### config.mk
export PLATFORM = sky130hd
export DESIGN_NAME = wb_sram_arb
export DESIGN_NICKNAME = d
export VERILOG_FILES = /design/src/rtl/wb_sram_arb_pkg.sv /design/src/rtl/wb_sram_arb_rr.sv /design/src/rtl/wb_sram_arb.sv
export SDC_FILE = /design/constraint.sdc
export NUM_CORES = 1
export LEC_CHECK = 0
export ABC_AREA = 1
export ABC_CLOCK_PERIOD_IN_PS = 2600
export BUFFER_PORTS_ARGS = -buffer_cell sky130_fd_sc_hd__buf_2
export CAP_MARGIN = 10
export CORE_AREA = 2 2 104 106
export CTS_BUF_LIST = sky130_fd_sc_hd__clkbuf_4 sky130_fd_sc_hd__clkbuf_8
export DETAILED_ROUTE_END_ITERATION = 6
export DIE_AREA = 0 0 106 108
export SYNTH_ARGS = -nofsm -noshare
export SYNTH_HDL_FRONTEND = slang
export SYNTH_SLANG_ARGS = --single-unit
export TNS_END_PERCENT = 5
### constraint.sdc
create_clock -name clk -period 2.6 [get_ports clk]
set_input_delay 0.52 -clock clk [delete_from_list [all_inputs] [get_ports clk]]
set_output_delay 0.52 -clock clk [all_outputs]
set_load 0.005 [all_outputs]
### src/rtl/wb_sram_arb_pkg.sv
// Shared definitions for the two-master Wishbone SRAM arbiter:
// FSM state encoding and default parameter values.
package wb_sram_arb_pkg;

    typedef enum logic [1:0] {
        IDLE  = 2'd0,
        BUSY  = 2'd1,
        QUIET = 2'd2
    } arb_state_t;

    localparam int ARB_AW        = 17;
    localparam int ARB_TMO_CYC   = 48;
    localparam int ARB_QUIET_CYC = 32;

endpackage

### src/rtl/wb_sram_arb_rr.sv
// Two-way round-robin picker. A lone requester wins outright; when both
// request, the master that was not served last wins. Pure combinational.
module wb_sram_arb_rr (
    input  logic [1:0] req,
    input  logic       last,
    output logic       grant
);

    // grant = 1 selects m1; m1 wins when alone, or in a tie when m0 was served last
    always_comb begin
        grant = req[1] & (~req[0] | ~last);
    end

endmodule

### src/rtl/wb_sram_arb.sv
// Two-master Wishbone arbiter in front of the byte-serial SRAM slave.
// m0 = instruction fetch, m1 = data/DMA. The grant is held until the slave
// acks; an owner that drops cyc mid-cycle still waits for the ack, which is
// swallowed. Optional watchdog enabled by defining WB_ARB_TIMEOUT_EN.
module wb_sram_arb
    import wb_sram_arb_pkg::*;
#(
    parameter int AW        = ARB_AW,
    parameter int TMO_CYC   = ARB_TMO_CYC,
    parameter int QUIET_CYC = ARB_QUIET_CYC
) (
    input  logic          clk,
    input  logic          rst_n,
    input  logic [AW-1:0] m0_adr_i,
    input  logic [31:0]   m0_dat_i,
    output logic [31:0]   m0_dat_o,
    input  logic [3:0]    m0_sel_i,
    input  logic          m0_we_i,
    input  logic          m0_cyc_i,
    input  logic          m0_stb_i,
    output logic          m0_ack_o,
    output logic          m0_err_o,
    input  logic [AW-1:0] m1_adr_i,
    input  logic [31:0]   m1_dat_i,
    output logic [31:0]   m1_dat_o,
    input  logic [3:0]    m1_sel_i,
    input  logic          m1_we_i,
    input  logic          m1_cyc_i,
    input  logic          m1_stb_i,
    output logic          m1_ack_o,
    output logic          m1_err_o,
    output logic [AW-1:0] s_adr_o,
    output logic [31:0]   s_dat_o,
    output logic [3:0]    s_sel_o,
    output logic          s_we_o,
    output logic          s_cyc_o,
    output logic          s_stb_o,
    input  logic [31:0]   s_dat_i,
    input  logic          s_ack_i
);

    if (TMO_CYC < 2 || QUIET_CYC < 1 || AW < 1) begin : g_bad_cfg
        $error("wb_sram_arb: need AW >= 1, TMO_CYC >= 2, QUIET_CYC >= 1");
    end

    arb_state_t state_q, state_nx;
    logic       owner_q, owner_nx;
    logic       last_q, last_nx;
    logic       cyc_q, cyc_nx;
    logic       abort_q, abort_nx;
    logic [1:0] req;
    logic       pick;
    logic       owner_cyc;

`ifdef WB_ARB_TIMEOUT_EN
    localparam int CNT_W = $clog2(((TMO_CYC > QUIET_CYC) ? TMO_CYC : QUIET_CYC) + 1);
    logic [CNT_W-1:0] cnt_q, cnt_nx;
`endif

    assign req      = {m1_cyc_i & m1_stb_i, m0_cyc_i & m0_stb_i};
    assign s_cyc_o  = cyc_q;
    assign s_stb_o  = cyc_q;
    assign m0_dat_o = s_dat_i;
    assign m1_dat_o = s_dat_i;

    wb_sram_arb_rr u_rr (
        .req   (req),
        .last  (last_q),
        .grant (pick)
    );

    // Route the registered owner's request onto the slave port
    always_comb begin
        if (owner_q) begin
            s_adr_o   = m1_adr_i;
            s_dat_o   = m1_dat_i;
            s_sel_o   = m1_sel_i;
            s_we_o    = m1_we_i;
            owner_cyc = m1_cyc_i;
        end else begin
            s_adr_o   = m0_adr_i;
            s_dat_o   = m0_dat_i;
            s_sel_o   = m0_sel_i;
            s_we_o    = m0_we_i;
            owner_cyc = m0_cyc_i;
        end
    end

    // Arbiter state, ownership and slave strobe registers
    always_ff @(posedge clk or negedge rst_n) begin
        if (!rst_n) begin
            state_q <= IDLE;
            owner_q <= 1'b0;
            last_q  <= 1'b1;
            cyc_q   <= 1'b0;
            abort_q <= 1'b0;
`ifdef WB_ARB_TIMEOUT_EN
            cnt_q   <= '0;
`endif
        end else begin
            state_q <= state_nx;
            owner_q <= owner_nx;
            last_q  <= last_nx;
            cyc_q   <= cyc_nx;
            abort_q <= abort_nx;
`ifdef WB_ARB_TIMEOUT_EN
            cnt_q   <= cnt_nx;
`endif
        end
    end

    // Next-state logic plus combinational ack/err steering to the owner
    always_comb begin
        state_nx = state_q;
        owner_nx = owner_q;
        last_nx  = last_q;
        cyc_nx   = cyc_q;
        abort_nx = abort_q;
        m0_ack_o = 1'b0;
        m1_ack_o = 1'b0;
        m0_err_o = 1'b0;
        m1_err_o = 1'b0;
`ifdef WB_ARB_TIMEOUT_EN
        cnt_nx   = cnt_q;
`endif
        case (state_q)
            IDLE: begin
                if (|req) begin
                    owner_nx = pick;
                    cyc_nx   = 1'b1;
                    abort_nx = 1'b0;
                    state_nx = BUSY;
`ifdef WB_ARB_TIMEOUT_EN
                    cnt_nx   = '0;
`endif
                end
            end
            BUSY: begin
                // The slave cannot abort, so an owner dropping cyc only
                // marks the cycle; the bus stays up until the ack.
                if (!owner_cyc) begin
                    abort_nx = 1'b1;
                end
                if (s_ack_i) begin
                    if (!abort_q && owner_cyc) begin
                        m0_ack_o = ~owner_q;
                        m1_ack_o = owner_q;
                    end
                    cyc_nx   = 1'b0;
                    last_nx  = owner_q;
                    state_nx = IDLE;
                end
`ifdef WB_ARB_TIMEOUT_EN
                else if (cnt_q == CNT_W'(TMO_CYC - 1)) begin
                    if (!abort_q && owner_cyc) begin
                        m0_err_o = ~owner_q;
                        m1_err_o = owner_q;
                    end
                    cyc_nx   = 1'b0;
                    last_nx  = owner_q;
                    cnt_nx   = '0;
                    state_nx = QUIET;
                end else begin
                    cnt_nx = cnt_q + CNT_W'(1);
                end
`endif
            end
`ifdef WB_ARB_TIMEOUT_EN
            QUIET: begin
                // Let the slave finish any stray sequence; late acks are ignored here
                if (cnt_q == CNT_W'(QUIET_CYC - 1)) begin
                    cnt_nx   = '0;
                    state_nx = IDLE;
                end else begin
                    cnt_nx = cnt_q + CNT_W'(1);
                end
            end
`endif
            default: begin
                cyc_nx   = 1'b0;
                state_nx = IDLE;
            end
        endcase
    end

endmodule
# [Word-level counts from Yosys, hierarchy flattened]
# Cells that the tools add are included.
[totals] memories=0 ff_bits=6 in_bits=147 latchBits=0 ram_bits=0 romBits=0
[classes] multipliers=0 n_bitwise=7 n_addsub=0 shifts=0 n_div=0 muxes=20 n_reduce_logical=9 magnitude_cmp=0 n_eq_ne=4
[ops] op="2-to-1 mux 32 bit" count=1
[ops] op="2-to-1 mux 17 bit" count=1
[ops] op="2-to-1 mux 1 bit" count=12
[ops] op="!= test 2 bit, second input constant" count=3
[ops] op="AND reduction 2 bit" count=3
[ops] op="2-to-1 mux 2 bit" count=2
[ops] op="2-to-1 mux 4 bit" count=1
[ops] op="one-hot mux 1 bit (2 select lines)" count=2
[ops] op="one-hot mux 2 bit (2 select lines)" count=1
[ops] op="bitwise AND 1 bit" count=3
[ops] op="inverter 1 bit" count=3
[ops] op="AND reduction 3 bit" count=1
[ops] op="equality test 2 x 1 -> 1 bit, second input constant" count=1
[ops] op="logical NOT 2 bit" count=1
[ops] op="nonzero test 2 bit" count=1
[ops] op="OR reduction 2 bit" count=1
[ops] op="logical AND 1 bit" count=1
[ops] op="logical NOT 1 bit" count=1
[ops] op="OR 1 bit" count=1

# [Depth between registers and ports, before layout]
[depth] ltp_word=5 ltp_mapped=6 mapped_depth_nobuf=5

# [Hierarchy]
# From an unflattened synthesis, not the netlist that was laid out.
[unflattened] cells_unflattened=278 area_unflattened_um2=1466.4
[modules_own_cells] module="wb_sram_arb" cells_each=276 area_each_um2=1453.9 seq_area_each_um2=101.3 instances=1
[modules_own_cells] module="wb_sram_arb_rr" cells_each=2 area_each_um2=12.5 seq_area_each_um2=0.0 instances=1

# [Worst setup path before layout]
# No wires, ideal clock.
[synth_timing] kind="register to output" startpoint="register owner_q" endpoint="output port s_adr_o[0]" required_ps=2080 path_stages_with_launch=6 n_path_buf=2 path_slack_ps=1221 t_arrival_ps=859 path_cell_list="dfrtp_1 inv_2 buf_4 buf_2 nand2_1 nand2_1"
[synth_between] elab_chain_cells=1
[synth_rtl] element="from (decl)" line="wb_sram_arb.sv:47" rtl="logic owner_q, owner_nx;"
[synth_rtl] element="from (signal assigned)" line="wb_sram_arb.sv:102" rtl="owner_q <= owner_nx;"
[synth_rtl] element="2-to-1 mux 17 bit" line="wb_sram_arb.sv:74" rtl="if (owner_q) begin"
[synth_rtl] element="to (decl)" line="wb_sram_arb.sv:32" rtl="output logic [AW-1:0] s_adr_o,"
# Every way passes these cells.

# [Final worst setup path]
[layout_timing] startpoint="register owner_q" endpoint="output port m1_ack_o"
[layout_between] elab_chain_cells=5
[layout_rtl] element="2-to-1 mux 1 bit" line="wb_sram_arb.sv:74"
[layout_rtl] element="logical AND 1 bit" line="wb_sram_arb.sv:145" rtl="if (!abort_q && owner_cyc) begin"
[layout_rtl] element="2-to-1 mux 1 bit (*)" line="wb_sram_arb.sv:145"
[layout_rtl] element="2-to-1 mux 1 bit (*)" line="wb_sram_arb.sv:144" rtl="if (s_ack_i) begin"
[layout_rtl] element="2-to-1 mux 1 bit (*)" line="wb_sram_arb.sv:126" rtl="case (state_q)"
[layout_rtl] element="to (decl)" line="wb_sram_arb.sv:30" rtl="output logic m1_ack_o,"
# Every way passes the cells marked *; elsewhere a longest branch is shown, timed or not.

==> results.sh <==
export IMPL_area_growth_pct=38.44
export IMPL_syn_area_per_cell_um2=5.153
export IMPL_ctsHoldBuffers=0
export IMPL_initial_utilization=0.1365
export IMPL_via_per_inst=3.617
export IMPL_final_common_cell="nand2_1"
export IMPL_period_share=0.8019
export IMPL_grt_max_degree=58
export IMPL_worstMarginPinSlew_ps=556.5
export IMPL_grt_pass1_wl_mm=7.652
export IMPL_finalClockSkew_ps=2.510
export IMPL_post_cts_setup_buffers=0
export IMPL_seq_power_share=0.101
export IMPL_synth_cells=271
export IMPL_power_density_mw_per_mm2=505.0
export IMPL_antenna_left=0
export IMPL_slew_viol_final=0
export IMPL_io_pins=271
export IMPL_clockPowerShare=0.156
export IMPL_highest_layer="met4"
export IMPL_path_class="reg2out"
export IMPL_route_met2_wl_mm=2.463
export IMPL_drive_above_1_share=0.4879
export IMPL_p_leak_nw=1.325
export IMPL_cts_clk_slew_worst_paths_ps=40
export IMPL_grt_pass1_vias=1658
export IMPL_m1WireLength_mm=2.078
export IMPL_antenna_found_initial=1
export IMPL_relSlewSlack=0.6290
export IMPL_fin_total_pwr_mw=0.9762
export IMPL_rsz0062_at_grt="no"
export IMPL_ys_ff_latch=4
export IMPL_hpwl_mm=4.388
export IMPL_status="finished clean"
export IMPL_synth_cell_types=13
export IMPL_clock_sinks=4
export IMPL_cap_violations=0
export IMPL_setup_ws_ps=515.0
export IMPL_pwr_share_comb=0.742
export IMPL_mostFrequentLayoutCells="nand2_1 (173), buf_2 (172), nand3_1 (5)"
export IMPL_crit_chain="buf_4 > nand2_1 > nand2_1 > nand2_1 > nor2_1 > buf_2"
export IMPL_wirelength_mm=5.301
export IMPL_rows=37
export IMPL_drt_initial_drc_count=53
export IMPL_slowest_delay_ps=460
export IMPL_fillers=1226
export IMPL_ys_warn_count=0
export IMPL_worst_setup_path_start_kind="flip-flop"
export IMPL_p_int_mw=0.5201
export IMPL_p_sw_frac=0.4672
export IMPL_fp_dieH_um=108
export IMPL_grt_overflow=0
export IMPL_setup_violations=0
export IMPL_switchingPower_mw=0.4560
export IMPL_via_count=1834
export IMPL_core_area_mm2=0.01023
export IMPL_drc=0
export IMPL_fmax_ghz=0.4796
export IMPL_fin_area_mm2=0.001933
export IMPL_globalplace_congestion=0.7739
export IMPL_cts_tree="built"
export IMPL_cts_root_buffer="clkbuf_8"
export IMPL_arrival_ps=1570
export IMPL_irDropWorstVdd_mv=0.2990
export IMPL_die_w_um=106
export IMPL_critical_path_most_common_cell="nand2_1"
export IMPL_cp_slowest_cell="buf_4"
export IMPL_track_usage=0.08121
export IMPL_fin_nets=519
export IMPL_required_ps=2080
export IMPL_timing_final_hold_violations=0
export IMPL_dp_worst_setup_slack_ps=740.3
export IMPL_cts_buffers=3
export IMPL_timing_setup_tns_ps=0
export IMPL_hold_class="in2async"
export IMPL_finish_utilization=0.1889
export IMPL_clk_latency_ps=220
export IMPL_worstPathMaxFanout=57
export IMPL_crit_path_end_kind="output pin"
export IMPL_placed_area_mm2=0.001884
export IMPL_wl_per_cell_um=10.46
export IMPL_antennaDiodeCount=0
export IMPL_post_cts_resized=0
export IMPL_post_route_min_period_ps=2085
export IMPL_dr_pass1_iters=4
export IMPL_dr_wl_met3_um=576
export IMPL_h_tree_depth=1
export IMPL_seq_area_frac_synth=0.07258
export IMPL_synthesis_area_mm2=0.001396
export IMPL_place_port_buffers=172
export IMPL_cts_buffer_depth=2
export IMPL_die_area_mm2=0.01145
## path summary, 6_finish.rpt
path                            startpoint  endpoint  slack, ps  cells past startpoint
worst max register to register     owner_q   abort_q       1320                      4
worst min-delay path                 rst_n   s_cyc_o        100                      1
worst min register to register      last_q    last_q        480                      2
max in group asynchronous            rst_n    last_q       2290                      1
min in group clk                    last_q    last_q        480                      2
worst max-delay path               owner_q  m1_ack_o        510                      6
## kinds of logic (layout without fill, tap and decap cells)
| kind of cell | after synthesis | in the layout | share of synthesized area |
|---|---|---|---|
| buffers and inverters | 83 | 182 | 0.4229 |
| other | 1 | 2 | 0.002686 |
| DFF | 4 | 4 | 0.07258 |
| AOI/OAI and AO/OA | 2 | 2 | 0.008959 |
| and+or+nand+nor | 181 | 181 | 0.4928 |
## power groups by stage
stage / Clock [mW] / Sequential (mW) / Combinational (mW)
2_1_floorplan: 0 / 0.0957 / 0.480
3_3_place_gp: 0 / 0.0984 / 0.746
3_5_place_dp: 0 / 0.0991 / 0.739
4_1_cts: 0.156 / 0.0990 / 0.743
5_1_grt: 0.160 / 0.100 / 0.827
6_report: 0.153 / 0.0987 / 0.725
## synth_stat cells
library cell,count,area (µm²)
dfstp_2,1,26.28
inv_1,3,11.26
o211ai_1,1,7.510
nand4_1,1,6.260
dfrtp_1,3,75.07
nand2_1,173,649.4
buf_2,7,35.03
nand3_1,5,25.02
nor2_1,2,7.510
inv_2,1,3.750
buf_4,72,540.5
conb_1,1,3.750
a21oi_1,1,5.000
## flip-flops by register name, summed over array words and instances (netlist names)
name	flops
abort_q	1
last_q	1
owner_q	1
s_cyc_o	1
## per-stage QoR
step                      std cells  hold WS [ps]
final                           507         99.68
after global routing            507         105.2
after CTS                       507         100.2
after detailed placement        503         333.1
after global placement          503         329.6
after floorplan                 272         224.4
## metal layers
| layer | up-vias | GRT usage |
|---|---|---|
| li1 | 937 | - |
| met1 | 748 | 0.09298 |
| met2 | 119 | 0.1419 |
| met3 | 30 | 0.02049 |
| met4 | 0 | 0.03853 |
| met5 | - | 0 |
## worst max-delay path, delay by kind of cell (launching register included)
family	cells	cell delay, ps
flip-flops	1	350
buffers and inverters	2	580
AND/OR/NAND/NOR	4	400
## cell type report
class,instances,area (µm²),share of cell area
Timing Repair Buffer,174,888.4,0.4595
Inverter,4,15.01,0.007767
Multi-Input combinational cell,185,708.2,0.3663
Tap cell,136,170.2,0.08803
Sequential cell,4,102.6,0.05307
Clock buffer,4,48.80,0.02524
No activity file was read; power rests on OpenSTA's default activity.
